`src/rtl/hdmi_frame_decimator.sv`:
```
// HDMI input conditioning: run-time frame decimation, optional 2:1 H/V decimation,
// RGB565 packing and active-area coordinates for the frame-buffer write side.
module hdmi_frame_decimator #(
    parameter int unsigned COLOR_W = 8,
    parameter int unsigned DIV_W   = 4,
    parameter int unsigned H_W     = 12,
    parameter int unsigned V_W     = 12
) (
    input  logic               hdmi_pix_clk_in,
    input  logic               rst,
    input  logic [COLOR_W-1:0] red_in,
    input  logic [COLOR_W-1:0] green_in,
    input  logic [COLOR_W-1:0] blue_in,
    input  logic               vs_in,
    input  logic               de_in,
    input  logic [DIV_W-1:0]   frame_div,
    input  logic               scale_en,
    output logic               vs_out,
    output logic               de_out,
    output logic [15:0]        rgb565_out,
    output logic [H_W-1:0]     x_out,
    output logic [V_W-1:0]     y_out,
    output logic               frame_start
);

    // Stage 1
    logic             vs_d_q, vs_d_d;
    logic             de_d_q, de_d_d;
    logic [15:0]      rgb_d_q, rgb_d_d;
    logic [H_W-1:0]   xi_q, xi_d;
    logic [V_W-1:0]   yi_q, yi_d;
    logic [DIV_W-1:0] fcnt_q, fcnt_d;
    logic [DIV_W-1:0] div_s_q, div_s_d;
    logic             scale_s_q, scale_s_d;
    logic             keep_q, keep_d;
    logic             fs_pend_q, fs_pend_d;

    // Stage 2
    logic             vs_out_q, vs_out_d;
    logic             de_out_q, de_out_d;
    logic [15:0]      rgb565_q, rgb565_d;
    logic [H_W-1:0]   x_out_q, x_out_d;
    logic [V_W-1:0]   y_out_q, y_out_d;
    logic             frame_start_q, frame_start_d;

    logic             vs_rise;
    logic             de_fall;
    logic             pk;
    logic             unused_color_lsbs;

    always_comb begin
        unused_color_lsbs = &{1'b0, red_in, green_in, blue_in};
    end

    always_comb begin
        vs_rise = vs_in & ~vs_d_q;
        de_fall = ~de_in & de_d_q;

        vs_d_d  = vs_in;
        de_d_d  = de_in;
        rgb_d_d = {red_in[COLOR_W-1 -: 5], green_in[COLOR_W-1 -: 6], blue_in[COLOR_W-1 -: 5]};

        div_s_d   = div_s_q;
        scale_s_d = scale_s_q;
        keep_d    = keep_q;
        fcnt_d    = fcnt_q;
        if (vs_rise) begin
            div_s_d   = frame_div;
            scale_s_d = scale_en;
            keep_d    = (fcnt_q == '0);
            fcnt_d    = (fcnt_q >= div_s_d) ? '0 : fcnt_q + DIV_W'(1);
        end

        xi_d = xi_q;
        if (de_fall) begin
            xi_d = '0;
        end else if (de_d_q && (xi_q != '1)) begin
            xi_d = xi_q + H_W'(1);
        end

        yi_d = yi_q;
        if (vs_rise) begin
            yi_d = '0;
        end else if (de_fall && (yi_q != '1)) begin
            yi_d = yi_q + V_W'(1);
        end

        // Uses the pre-update keep/scale, so a pixel coinciding with vs_rise belongs to the old frame
        pk = keep_q & de_d_q & (~scale_s_q | (~xi_q[0] & ~yi_q[0]));

        de_out_d = pk;
        rgb565_d = '0;
        x_out_d  = '0;
        y_out_d  = '0;
        if (pk) begin
            rgb565_d = rgb_d_q;
            x_out_d  = scale_s_q ? (xi_q >> 1) : xi_q;
            y_out_d  = scale_s_q ? (yi_q >> 1) : yi_q;
        end

        vs_out_d = vs_d_q;
        // Held one extra cycle so the pulse rises together with vs_out
        fs_pend_d     = vs_rise & (fcnt_q == '0);
        frame_start_d = fs_pend_q;
    end

    always_ff @(posedge hdmi_pix_clk_in) begin
        if (!rst) begin
            vs_d_q        <= 1'b0;
            de_d_q        <= 1'b0;
            rgb_d_q       <= '0;
            xi_q          <= '0;
            yi_q          <= '0;
            fcnt_q        <= '0;
            div_s_q       <= '0;
            scale_s_q     <= 1'b0;
            keep_q        <= 1'b0;
            fs_pend_q     <= 1'b0;
            vs_out_q      <= 1'b0;
            de_out_q      <= 1'b0;
            rgb565_q      <= '0;
            x_out_q       <= '0;
            y_out_q       <= '0;
            frame_start_q <= 1'b0;
        end else begin
            vs_d_q        <= vs_d_d;
            de_d_q        <= de_d_d;
            rgb_d_q       <= rgb_d_d;
            xi_q          <= xi_d;
            yi_q          <= yi_d;
            fcnt_q        <= fcnt_d;
            div_s_q       <= div_s_d;
            scale_s_q     <= scale_s_d;
            keep_q        <= keep_d;
            fs_pend_q     <= fs_pend_d;
            vs_out_q      <= vs_out_d;
            de_out_q      <= de_out_d;
            rgb565_q      <= rgb565_d;
            x_out_q       <= x_out_d;
            y_out_q       <= y_out_d;
            frame_start_q <= frame_start_d;
        end
    end

    always_comb begin
        vs_out      = vs_out_q;
        de_out      = de_out_q;
        rgb565_out  = rgb565_q;
        x_out       = x_out_q;
        y_out       = y_out_q;
        frame_start = frame_start_q;
    end

endmodule

```
`config.mk`:
```
export PLATFORM = sky130hd
export DESIGN_NAME = hdmi_frame_decimator
export DESIGN_NICKNAME = d
export VERILOG_FILES = /design/src/rtl/hdmi_frame_decimator.sv
export SDC_FILE = /design/constraint.sdc
export NUM_CORES = 1
export LEC_CHECK = 0
export BUFFER_PORTS_ARGS = -buffer_cell sky130_fd_sc_hd__buf_2
export CORE_UTILIZATION = 48
export CTS_CLUSTER_DIAMETER = 50
export DETAILED_ROUTE_END_ITERATION = 12
export PLACE_DENSITY = 0.81
export SLEW_MARGIN = 20
export SYNTH_ARGS = -nofsm -noshare
export SYNTH_HDL_FRONTEND = slang
export SYNTH_SLANG_ARGS = --single-unit
```
`constraint.sdc`:
```
create_clock -name hdmi_pix_clk_in -period 1.87 [get_ports hdmi_pix_clk_in]
set_clock_uncertainty 0.1 [all_clocks]
set_input_delay 0.0935 -clock hdmi_pix_clk_in [delete_from_list [all_inputs] [get_ports hdmi_pix_clk_in]]
set_output_delay 0.0935 -clock hdmi_pix_clk_in [all_outputs]
set_load 0.1 [all_outputs]
```
======== Word-level counts from Yosys, hierarchy flattened ========
Index checks and enable logic that the tools add are counted.
cells by class
  muxes and demuxes ....................... 3
  bitwise operators ....................... 14
  reductions and logical operators ........ 7
  eq/ne operators ......................... 2
  add/subtract/negate cells ............... 3
  magnitude comparators ................... 1
operators with widths
  operator               number
  $add 12x1->12 const B  2
  $ne 12x12->1 const B   2
  $mux 11                2
  $not 1->1              7
  $and 1x1->1            6
  $add 4x1->4 const B    1
  $ge 4x4->1             1
  $logic_not 4->1        1
  $mux 4                 1
  $reduce_or 2->1        2
  $reduce_or 3->1        1
  $logic_and 1x1->1      2
  $reduce_and 2->1       1
  $or 1x1->1             1
storage, ports and cells
  register bits ........................... 92
  output and inout port bits .............. 43

======== Logic depth before layout (Yosys ltp) ========
  depth after elaboration ................. 6
  depth in mapped cells ................... 6
  depth with buffers taken out ............ 6

======== Worst setup path before layout ========
Ideal clock, no wire load.
  path type ............................... register -> register
  start ................................... register fcnt_q[0]
  end ..................................... register fcnt_q[2]
  path buffers ............................ 0
  setup time .............................. 0.074 ns
  slack ................................... 0.071 ns
  stages on the path, launching flop included .. 7
  data required time ...................... 1.696 ns
  clock period less this slack ............ 1.799 ns
  arrival ................................. 1.624 ns
  cell sequence ........................... dfxtp_1 > inv_1 > ha_1 > nand2b_1 > a2111oi_2 > o21ai_0 > a31oi_1
on the way
  cells in the longest elaborated chain, start to end .. 2
  elaborated cells between the ends (all ways) .. 3
  those cells by class .................... 1 x add/sub; 1 x order compare; 1 x mux
RTL lines
  item                                       line  RTL
  start, declared                            32    logic [DIV_W-1:0] fcnt_q, fcnt_d;
  start signal, assigned                     131   fcnt_q <= fcnt_d;
  $add 4x1->4 or $ge 4x4->1 (tied branches)  71    fcnt_d = (fcnt_q >= div_s_d) ? '0 : fcnt_q + DIV_W'(1);
  $mux 4 (*)                                 71
Every way passes the cells marked *; elsewhere a longest branch is shown, timed or not.
A chain may end at the register's enable or synchronous reset.

======== Final worst setup path ========
  start ................................... register xi_q[0]
  end ..................................... register xi_q[11]
on the way
  cells in the longest elaborated chain, start to end .. 2
  elaborated cells between the ends (all ways) .. 3
  those cells by class .................... 1 x add/sub; 1 x eq/ne; 1 x reduce/logical
RTL lines
  item                                                   line  RTL
  start, declared                                        30    logic [H_W-1:0] xi_q, xi_d;
  start signal, assigned                                 129   xi_q <= xi_d;
  branches (longest 2 deep; another with $add 12x1->12)  n/a
Parallel ways; which one is timed is not known.

==> results.py <==
metrics = {
    "place": {
        "dp_hpwl_um": 4600,
        "place_congestion": 0.809,
        "place_inst": 511,
        "place_area_um2": 3940,
        "preCtsSetupSlack_ns": 0.0830,
        "io_buffers": 67,
    },
    "timing": {
        "finalSetupTns_ns": 0,
        "finalCriticalPeriod_ns": 1.76,
        "hold_viol": 0,
        "maxSlewViolCount": 0,
        "rsz0062_at_grt": "no",
        "worst_slew_pin_slew_ns": 0.611,
        "fin_crit_sh_pct": 94.1,
        "setup_viol": 0,
        "relSlewSlack_pct": 58.8,
        "setup_slack_ns": 0.110,
        "timing.fmax_mhz": 568,
        "hold_slack_ns": 0.0432,
    },
    "global_routing": {
        "grtUsageTotal_pct": 20.0,
        "grt_pass1_wl_um": 11700,
        "gr-total-overflow": 0,
        "grt_max_degree": 23,
        "antenna_found_initial": 0,
        "grt_pass1_vias": 2581,
    },
    "logic_synthesis": {
        "synth_top_area_share_pct": 52.9,
        "ys_types": 45,
        "ys_seq_area_share_pct": 52.9,
        "synth-seq-cells": 92,
        "syn_area_um2": 3480,
        "synth_edf_count": 0,
        "avgSynthCellArea_um2": 9.83,
        "synth.largest_area_cell": "dfxtp_1",
        "syn_nets": 395,
        "ys_warn_count": 0,
        "syn-instance-count": 354,
        "synth_area_leaders": "dfxtp_1 (53%), and2_1 (6.8%), mux2i_1 (6.3%), nor2_1 (2.9%), ha_1 (2.9%)",
        "async_flop_share_pct": 0,
        "synth_flop_cell": "dfxtp_1",
    },
    "floorplan": {
        "ioPinCount": 76,
        "rows": 30,
        "die-area_um2": 7590,
        "start_util_pct": 50.4,
        "core_um2": 6910,
        "fp.dieH_um": 87.1,
        "die_x_um": 87.1,
    },
    "power_and_ir_drop": {
        "powerDensity_nw_per_um2": 810,
        "power_frac_seq_pct": 57.3,
        "switching_share_pct": 24.8,
        "combPwrFrac_pct": 6.7,
        "vdd_drop_max_mv": 0.381,
        "p_leak_nw": 1.80,
        "p_int_mw": 2.64,
        "clock_power_share_pct": 36.0,
        "switching_power_uw": 872,
    },
    "clocking": {
        "cts.clk_slew.worst_paths_ns": 0.09,
        "clock-sinks": 92,
        "cts_tree": "built",
        "insertion_delay_ns": 0.36,
        "cts_root_buffer": "clkbuf_8",
        "clockBufferDepth": 2,
        "htree_num_levels": 3,
        "numCtsBuffers": 9,
    },
    "worst_setup_path": {
        "critPathKind": "reg -> reg",
        "endpoint_kind": "register",
        "startpoint_type": "register",
        "critical_path_required_ns": 2.06,
        "path_max_fanout": 6,
        "worstPathArrival_ns": 1.95,
    },
    "detailed_routing": {
        "num_vias": 2788,
        "drc": 0,
        "wl_per_cell_um": 12.7,
        "first_iter_violations": 139,
        "viasPerCell": 5.10,
        "routed_wl_um": 6940,
        "postRouteAntennaNets": 0,
        "first_pass_iters": 4,
    },
    "layout": {
        "num_antenna_cells": 0,
        "nNetsFinal": 487,
        "drive_above_1_share_pct": 23.5,
        "final_cell_mix": "dfxtp_1 (91), buf_2 (67), and2_1 (38)",
        "synthToLayoutAreaGrowth_pct": 24.7,
        "fin_area_um2": 4340,
        "final_cells": 547,
        "final_common_cell": "dfxtp_1",
    },
    "run_status": {
        "status": "complete, no violations",
    },
    "hold_path": {
        "hold_class": "in -> reg",
    },
    "job": {
        "cap_violations": 0,
    },
}
-- final cells by class --
type	instances	area [um2]
flip-flops and latches	92	1840
multi-input cells	231	1520
fillers	595	2570
repair buffers	98	618
inverters	14	52.6
well taps	96	120
clock buffers	10	138
clock inverters	6	52.6
-- worst max-delay path: stages, from the launching register on --
cell	delay [ns]
dfxtp_1	0.36
ha_1	0.22
and4_4	0.20
and2_1	0.20
or4_1	0.48
a21oi_1	0.15
-- logic make-up after synthesis --
group / Yosys count / synth area share [%]
buffers and inverters: 31 / 3.85
AO/OA/AOI/OAI: 58 / 10.6
AND/OR/NAND/NOR: 141 / 22.9
XOR/XNOR: 2 / 0.504
flip-flops: 92 / 52.9
multiplexers: 22 / 6.33
adder cells (fa/ha/maj): 8 / 2.88
-- registers in the layout, indices dropped and copies added, names as in the netlist --
register / flops
vs_d_q: 1
keep_q: 1
y_out: 12
frame_start: 1
xi_q: 12
de_d_q: 1
vs_out: 1
rgb_d_q: 16
de_out: 1
frame_start_d: 1
scale_s_q: 1
rgb565_out: 16
x_out: 12
fcnt_q: 4
yi_q: 12
-- worst paths after layout --
check / startpoint / end / slack (ns) / depth (start not counted)
worst max-delay path: xi_q[0] / xi_q[11] / 0.11 / 5
worst min-delay path: rst / x_out[11] / 0.04 / 3
worst max register to register: xi_q[0] / xi_q[11] / 0.11 / 5
worst min register to register: rgb_d_q[3] / rgb565_out[3] / 0.32 / 1
-- routing by layer --
metal / wire length [um] / global-route usage (%) / vias to the layer above
met3: 369 / 6.16 / 8
li1: - / - / 1418
met4: 75 / 5.66 / 0
met5: 0 / 0 / -
met2: 3320 / 32.9 / 69
met1: 3170 / 25.3 / 1293
-- power by group through the flow --
stage	Sequential (mW)	Combinational, mW	Clock (mW)
after floorplan	2.09	0.106	0
after global placement	2.06	0.195	0
after detailed placement	2.06	0.202	0
after CTS	2.01	0.234	1.30
after global routing	2.02	0.261	1.39
final	2.01	0.235	1.27
-- through the flow --
| step | power [mW] | util, % |
|---|---|---|
| 6_report | 3.52 | 62.8 |
| 5_1_grt | 3.67 | 62.8 |
| 4_1_cts | 3.55 | 62.6 |
| 3_5_place_dp | 2.26 | 57.0 |
| 3_3_place_gp | 2.25 | 57.0 |
| 2_1_floorplan | 2.19 | - |
-- cells in the mapped netlist (2+ instances only) --
cell type / number
nor2_1: 27
a21oi_1: 17
nand4_1: 5
a211oi_1: 2
or4_1: 5
and4_4: 2
nand2_1: 17
xor2_1: 2
clkbuf_2: 2
and4b_1: 2
clkbuf_1: 6
o21ai_0: 14
and2_1: 38
nand3_1: 14
or3_1: 5
nor2b_1: 3
dfxtp_1: 92
nor3b_1: 2
buf_2: 6
o211ai_1: 5
nand2b_1: 4
o31ai_1: 6
a31o_2: 2
mux2i_1: 22
inv_1: 14
and3_1: 4
a31oi_1: 5
buf_4: 2
nor3_1: 2
ha_1: 8
nor4_1: 3
and4_1: 3
-- timing repair --
item                                    4_1_cts  5_1_grt
hold endpoints to repair                     19        0
resized for setup                             0        3
hold buffers                                 20        0
buffers inserted                              0        0
endpoints found under the setup margin        0        7
Power figures use the tool's default switching activity.
